File: src/rtl/alu_pkg.sv
// alu_pkg: constants and state type shared by the ALU shift path.
`default_nettype none

package alu_pkg;
  localparam int WIDTH = 32;
  localparam int AMT_W = $clog2(WIDTH);
  localparam int CNT_W = 3;

  localparam logic DIR_SLL = 1'b0;
  localparam logic DIR_SRA = 1'b1;

  typedef enum logic [1:0] {
    IDLE  = 2'd0,
    SHIFT = 2'd1,
    DONE  = 2'd2
  } shift_state_t;
endpackage

`default_nettype wire

File: src/rtl/shift_stage.sv
// shift_stage: one combinational log-shifter stage, shifts by 2^stage when enabled.
`default_nettype none

module shift_stage
  import alu_pkg::*;
(
  input  logic [WIDTH-1:0] i_data,
  input  logic [CNT_W-1:0] i_stage,
  input  logic             i_en,
  input  logic             i_dir,
  output logic [WIDTH-1:0] o_data
);

  logic [7:0] w_dist;

  assign w_dist = 8'd1 << i_stage;

  always_comb begin
    o_data = i_data;
    if (i_en) begin
      if (i_dir == DIR_SRA) begin
        o_data = $unsigned($signed(i_data) >>> w_dist);
      end else begin
        o_data = i_data << w_dist;
      end
    end
  end

endmodule

`default_nettype wire

File: src/rtl/shift_seq.sv
// shift_seq: iterative sll/sra shifter, one log stage per clock behind a start/done handshake.
`default_nettype none

module shift_seq
  import alu_pkg::*;
(
  input  logic             clock,
  input  logic             reset_n,
  input  logic             start,
  input  logic [WIDTH-1:0] in,
  input  logic [AMT_W-1:0] amt,
  input  logic             dir,
  output logic [WIDTH-1:0] out,
  output logic             busy,
  output logic             done
);

  shift_state_t     r_state;
  logic [CNT_W-1:0] r_cnt;
  logic [WIDTH-1:0] r_work;
  logic [AMT_W-1:0] r_amt;
  logic             r_dir;
  logic [WIDTH-1:0] r_out;

  logic [WIDTH-1:0] w_stage_out;
  logic             w_en;
  logic             w_last;

  assign w_en   = r_amt[r_cnt];
  assign w_last = (r_cnt == CNT_W'(AMT_W - 1));

  // Single stage instance reused every cycle; the counter selects the distance.
  shift_stage u_stage (
    .i_data  (r_work),
    .i_stage (r_cnt),
    .i_en    (w_en),
    .i_dir   (r_dir),
    .o_data  (w_stage_out)
  );

  always_ff @(posedge clock or negedge reset_n) begin
    if (!reset_n) begin
      r_state <= IDLE;
      r_cnt   <= '0;
      r_work  <= '0;
      r_amt   <= '0;
      r_dir   <= 1'b0;
      r_out   <= '0;
    end else begin
      case (r_state)
        IDLE, DONE: begin
          if (start) begin
            r_work  <= in;
            r_amt   <= amt;
            r_dir   <= dir;
            r_cnt   <= '0;
            r_state <= SHIFT;
          end else begin
            r_state <= IDLE;
          end
        end
        SHIFT: begin
          r_work <= w_stage_out;
          r_cnt  <= r_cnt + 3'd1;
          if (w_last) begin
            r_out   <= w_stage_out;
            r_state <= DONE;
          end
        end
        default: r_state <= IDLE;
      endcase
    end
  end

  assign out  = r_out;
  assign busy = (r_state == SHIFT);
  assign done = (r_state == DONE);

endmodule

`default_nettype wire

File: config.mk
export PLATFORM = sky130hd
export DESIGN_NAME = shift_seq
export DESIGN_NICKNAME = d
export VERILOG_FILES = /design/src/rtl/alu_pkg.sv /design/src/rtl/shift_stage.sv /design/src/rtl/shift_seq.sv
export SDC_FILE = /design/constraint.sdc
export NUM_CORES = 1
export LEC_CHECK = 0
export ABC_AREA = 1
export BUFFER_PORTS_ARGS = -buffer_cell sky130_fd_sc_hd__clkbuf_2
export CORE_MARGIN = 4
export CORE_UTILIZATION = 61
export CTS_CLUSTER_SIZE = 30
export DETAILED_ROUTE_END_ITERATION = 12
export PLACE_DENSITY = 0.79
export RECOVER_POWER = 50
export SYNTH_ARGS = -nofsm -noshare
export SYNTH_HDL_FRONTEND = slang
export SYNTH_SLANG_ARGS = --single-unit
File: constraint.sdc
create_clock -name clock -period 3 [get_ports clock]
set_input_delay 0.15 -clock clock [delete_from_list [all_inputs] [get_ports clock]]
set_output_delay 0.15 -clock clock [all_outputs]
set_load 0.02 [all_outputs]
# Word level (Yosys, flattened, before mapping)
# Cells that the tools add are included.
dict set report classes {
  addsub 1
  multipliers 0
  div_mod_pow 0
  magnitude_cmp 1
  eq_ne 5
  shift 3
  muxes 11
  n_bitwise 0
  reduce_logical 6
}
# op count
set op_table {}
lappend op_table {{$mux 32} 3}
lappend op_table {{$pmux 32 s2} 1}
lappend op_table {{$shl 32x8->32} 1}
lappend op_table {{$sshr 32x8->32} 1}
lappend op_table {{$shl 1x3->8 const A} 1}
lappend op_table {{$pmux 3 s2} 1}
lappend op_table {{$reduce_and 2->1} 3}
lappend op_table {{$lt 3x4->1 const B} 1}
lappend op_table {{$pmux 2 s2} 1}
lappend op_table {{$add 3x1->3 const B} 1}
lappend op_table {{$bmux 1 s3} 1}
lappend op_table {{$eq 3x3->1 const B} 1}
lappend op_table {{$mux 3} 1}
lappend op_table {{$eq 2x1->1 const B} 1}
lappend op_table {{$eq 2x2->1 const B} 1}
lappend op_table {{$logic_not 2->1} 1}
lappend op_table {{$mux 1} 2}
lappend op_table {{$mux 2} 1}
lappend op_table {{$ne 2x1->1 const B} 1}
lappend op_table {{$ne 2x2->1 const B} 1}
lappend op_table {{$reduce_bool 2->1} 1}
lappend op_table {{$reduce_or 2->1} 1}
dict set report totals {
  reg_bits 75
  latchBits 0
  ramBits 0
  rom_bits 0
  inputBits 41
  n_memories 0
}

# Longest topological paths before layout
dict set report logic_depth {
  ltp_word 5
  ltp_mapped 20
  ltp_nobuf 19
}

# Modules after synthesis
# Synthesis repeated with hierarchy kept, for this count alone.
dict set report hier_totals {
  cells_unflattened 1187
  area_unflattened_um2 6935.4
}
# mod instances cells_each area_each_um2 seq_area_each_um2
set by_module_without_submodules {}
lappend by_module_without_submodules {shift_stage 1 813 3702.3 0.0}
lappend by_module_without_submodules {shift_seq 1 374 3233.1 1876.8}

# Least setup slack after synthesis
# Ideal clock, no wire load.
dict set report synth_path {
  kind {register to register}
  start {reg r_cnt[0]}
  end {reg r_work[23]}
  setup_time_ps 125
  arrival_ps 2030
  setup_slack_ps 845
  stages_incl_launch_ff 17
  n_path_buf 1
  synth_period_minus_slack_ps 2155
  path_cell_list {dfrtp_1 inv_1 ha_1 inv_2 nor2_4 buf_4 nand2_1 nand2_1 inv_2 o21ai_1 nand2_1 o21ai_0 nor2_1 a21oi_1 nand3_1 nand3_1 nand3_1}
}
dict set report synth_between {
  elab_chain_cells 5
  elab_cells_between_ends 8
}
# item line_no
set synth_lines {}
lappend synth_lines {{start, declared} shift_seq.sv:19} ;# logic [CNT_W-1:0] r_cnt;
lappend synth_lines {{start signal, assigned} shift_seq.sv:64} ;# r_cnt <= r_cnt + 3'd1;
lappend synth_lines {{$shl 1x3->8} shift_stage.sv:16} ;# assign w_dist = 8'd1 << i_stage;
lappend synth_lines {{$shl 32x8->32 / $sshr 32x8->32 (equally long branches)} {shift_stage.sv:24, shift_stage.sv:22}}
lappend synth_lines {{$mux 32} shift_stage.sv:21} ;# if (i_dir == DIR_SRA) begin
lappend synth_lines {{$mux 32 (*)} shift_stage.sv:20} ;# if (i_en) begin
lappend synth_lines {{$pmux 32 s2 (*)} shift_seq.sv:50} ;# case (r_state)
lappend synth_lines {{end signal, assigned} shift_seq.sv:53} ;# r_work <= in;
lappend synth_lines {{end signal, assigned} shift_seq.sv:63} ;# r_work <= w_stage_out;
lappend synth_lines {{end, declared} shift_seq.sv:20} ;# logic [WIDTH-1:0] r_work;
# Mark *: on every way between the ends. The rest lies on a longest branch, timed or not. The select of a mux whose other input is x is not followed.
# A chain may end at the register's enable or synchronous reset.

# Final worst setup path
dict set report layout_path {
  start {reg r_cnt[2]}
  end {reg r_out[9], in the netlist out[9]}
}
dict set report layout_between {
  elab_chain_cells 4
  elab_cells_between_ends 9
}
# item line_no
set layout_lines {}
lappend layout_lines {{$shl 1x3->8} shift_stage.sv:16}
lappend layout_lines {{$shl 32x8->32 / $sshr 32x8->32 (equally long branches)} {shift_stage.sv:24, shift_stage.sv:22}}
lappend layout_lines {{$mux 32} shift_stage.sv:21}
lappend layout_lines {{$mux 32} shift_stage.sv:20}
lappend layout_lines {{end signal, assigned} shift_seq.sv:66} ;# r_out <= w_stage_out;
lappend layout_lines {{end, declared} shift_seq.sv:23} ;# logic [WIDTH-1:0] r_out;
# Several ways; a longest one is shown, not always the timed one. The select of a mux whose other input is x is not followed.

==> impl_metrics.toml <==
[floorplanning]
placementRows = 39
chipWidth_um = 116
ioPinCount = 75
dieArea_mm2 = 0.0134
fp.coreArea_mm2 = 0.0114
die_h_um = 116
start_util = 0.623

[critical_path]
worstSetupEndpointType = "flop"
ff2ff_setup_slack_ns = 0.03
crit_path_start_kind = "flop"
crit_path_max_fanout = 23
cp_slowest_cell = "dfrtp_1"
cp_cell_sequence = "nand2_2, buf_4, nand2_1, nand2_1, o21ai_1, nand2_1, nand3_1, nand3_1, o211ai_1, nand3_1, nand2_1, nand3_1, nand3_1, nand2_1"
cp.required_ns = 3.24
arrival_ns = 3.21
path_class = "reg -> reg"
slowest_delay_ns = 0.60

[final_layout]
n_fill_cell = 1058
drive_gt1_frac = 0.0864
multiInputGateArea_mm2 = 0.00456
antenna_cells = 0
final_nets = 1349
finalNonFillerCells = 1451
syn2layout_area_growth_pct = 11.2
register_area_mm2 = 0.00188

[synth]
synth_xor_area_frac = 0
synth_top_family_by_area = "simple AND/OR/NAND/NOR gates"
ys.flop_type = "dfrtp_1"
synth_top_cell_by_area = "nand2_1"
ys_types = 33
avgSynthCellArea_um2 = 5.59
yosysSeqAreaShare = 0.265
async_reset_ff_frac = 1.00
synth_common_cells = "nand2_1 (571), nand3_1 (257), inv_1 (77)"
synth_top_cell_area_share = 0.303
synth_compound_area_frac = 0.105
synth_mux_area_frac = 0.00795
synthesis.area_mm2 = 0.00708
synth_fa_ha_area_frac = 0.00883
postSynthCellCount = 1267
ys_top_cells_by_area = "nand2_1 (30%), dfrtp_1 (26%), nand3_1 (18%)"
syn_nets = 1313
synth.most_common_cell = "nand2_1"
yosysWarnings = 0
synthSimpleGateAreaFrac = 0.518
ys_ff_latch = 75
synth-edff-count = 0

[placed_design]
io_buffers = 74
post-place-ws_ns = 0.189
place_inst = 1434
place_congestion = 1.09
dp_hpwl_um = 19700

[cts]
post_cts_buffers = 0
cts_buffers = 9
clk_latency_ns = 0.36
clk_pin_slew_ns = 0.07
cts_tree = "built"
cts_root_buf = "clkbuf_16"
numClockSinks = 75
clk_path_buf_depth = 2
cts.htree.levels = 3

[route]
ant_nets = 0
route.detailed.drc = 0
drtIter0Drc = 1605
routed_wl_um = 27300
wl_per_cell_um = 18.8
drt-pass1-iter-count = 10
via_per_inst = 6.25
vias = 9076

[sta]
skew_ns = 0.0147
setup_ws_ns = 0.0319
post-route-period-util = 0.989
worst_pin_slew_ns = 1.91
finalMaxSlewViolations = 76
clock.fmax_mhz = 337
hold_viol_final = 0
period_minus_slack_ns = 2.97
rsz0062_at_grt = "yes"
setup_viol = 0
slew_headroom = -0.275

[grt]
grt_antenna_before_repair = 0
track_usage = 0.409
grt_max_degree = 76
gr-total-overflow = 0
first_global_vias = 7904
grt_pass1_wl_um = 42200

[status]
violations = "max-capacitance violations, max-slew violations"
status = "finished, violations left"

[worst_hold_path]
hold_class = "in -> reg"

[flow_run]
maxCapViolations = 1
==> timing repair <==
item | 4_1_cts | 5_1_grt
hold endpoints to repair | 23 | 0
hold buffers | 1 | 0
gates resized for setup | 0 | 7
setup endpoints to repair | 0 | 40
==> final timing paths <==
| kind | start | to | depth (start not counted) |
|---|---|---|---|
| min in group asynchronous | reset_n | r_dir$_DFFE_PN0P_ | 2 |
| max in group asynchronous | reset_n | r_work[2]$_DFFE_PN0P_ | 2 |
| min reg2reg | out[7]$_DFFE_PN0P_ | out[7]$_DFFE_PN0P_ | 2 |
| max reg2reg | r_cnt[2]$_DFFE_PN0P_ | out[9]$_DFFE_PN0P_ | 14 |
| min | amt[0] | r_amt[0]$_DFFE_PN0P_ | 2 |
| max | r_cnt[2]$_DFFE_PN0P_ | out[9]$_DFFE_PN0P_ | 14 |
==> logic make-up (layout without fill, tap and decap cells) <==
logic type,Yosys count,after routing
AOI/OAI and AO/OA,138,138
adders and majority gates,5,5
buffers and inverters,166,207
DFF,75,75
muxes,5,5
and+or+nand+nor,878,878
==> through the flow <==
| stage | util | TNS [ns] | cell area (um^2) | hold WS [ns] |
|---|---|---|---|---|
| floorplan | - | 0 | 7080 | -0.146 |
| global placement | 0.667 | 0 | 7580 | 0.349 |
| detailed placement | 0.667 | 0 | 7580 | 0.360 |
| CTS | 0.694 | 0 | 7890 | 0.0226 |
| global route | 0.693 | -0.0104 | 7870 | 0.0375 |
| finish | 0.693 | 0 | 7870 | 0.0215 |
==> placed cells by master, fill, tap and decap left out, types with 2 or more instances in the layout <==
cell type     n
nand3_1     257
or2_2         3
nand2_1     571
nor2_1       32
a21oi_1      19
clkbuf_2     41
ha_1          3
o22ai_1       6
mux2_2        5
dfrtp_1      75
clkbuf_1     34
buf_12        5
or2_1         2
clkinvlp_4    2
a31oi_1       8
inv_6         3
inv_2         7
inv_1        77
o211ai_1     10
nand4_1       3
nor2_2        2
nand2_2       3
o21ai_0      63
clkbuf_16     9
o21ai_1      28
buf_4        24
==> per-layer routing <==
| layer | part of all wire | wire length (um) | GRT usage | vias to the layer above |
|---|---|---|---|---|
| li1 | - | - | - | 4181 |
| met1 | 0.39 | 10700 | 0.579 | 4078 |
| met2 | 0.43 | 11600 | 0.592 | 712 |
| met3 | 0.14 | 3800 | 0.113 | 105 |
| met4 | 0.041 | 1110 | 0.166 | 0 |
| met5 | 0 | 0 | 0 | - |
==> sequential cells by signal, indices dropped and copies added, names as in the netlist <==
register / cells
r_amt: 5
out: 32
r_cnt: 3
r_state: 2
r_dir: 1
r_work: 32
==> area by class of cell <==
| cell class | instances | area share |
|---|---|---|
| multi-input combinational | 1026 | 0.580 |
| sequential | 75 | 0.238 |
| timing repair buffer | 104 | 0.0787 |
| inverter | 87 | 0.0424 |
| clock buffer | 10 | 0.0291 |
| tap | 143 | 0.0227 |
| clock inverter | 6 | 0.00906 |
==> worst max-delay path: cells and delay by family (launching register included) <==
kind | cells | cell delay, ns
simple gates | 11 | 1.64
flops | 1 | 0.60
buf+inv | 1 | 0.31
compound gates | 2 | 0.30
Power is left out: the tool's default activity adds up to more than one toggle a clock period on the data nets, which glitch-free logic cannot reach.
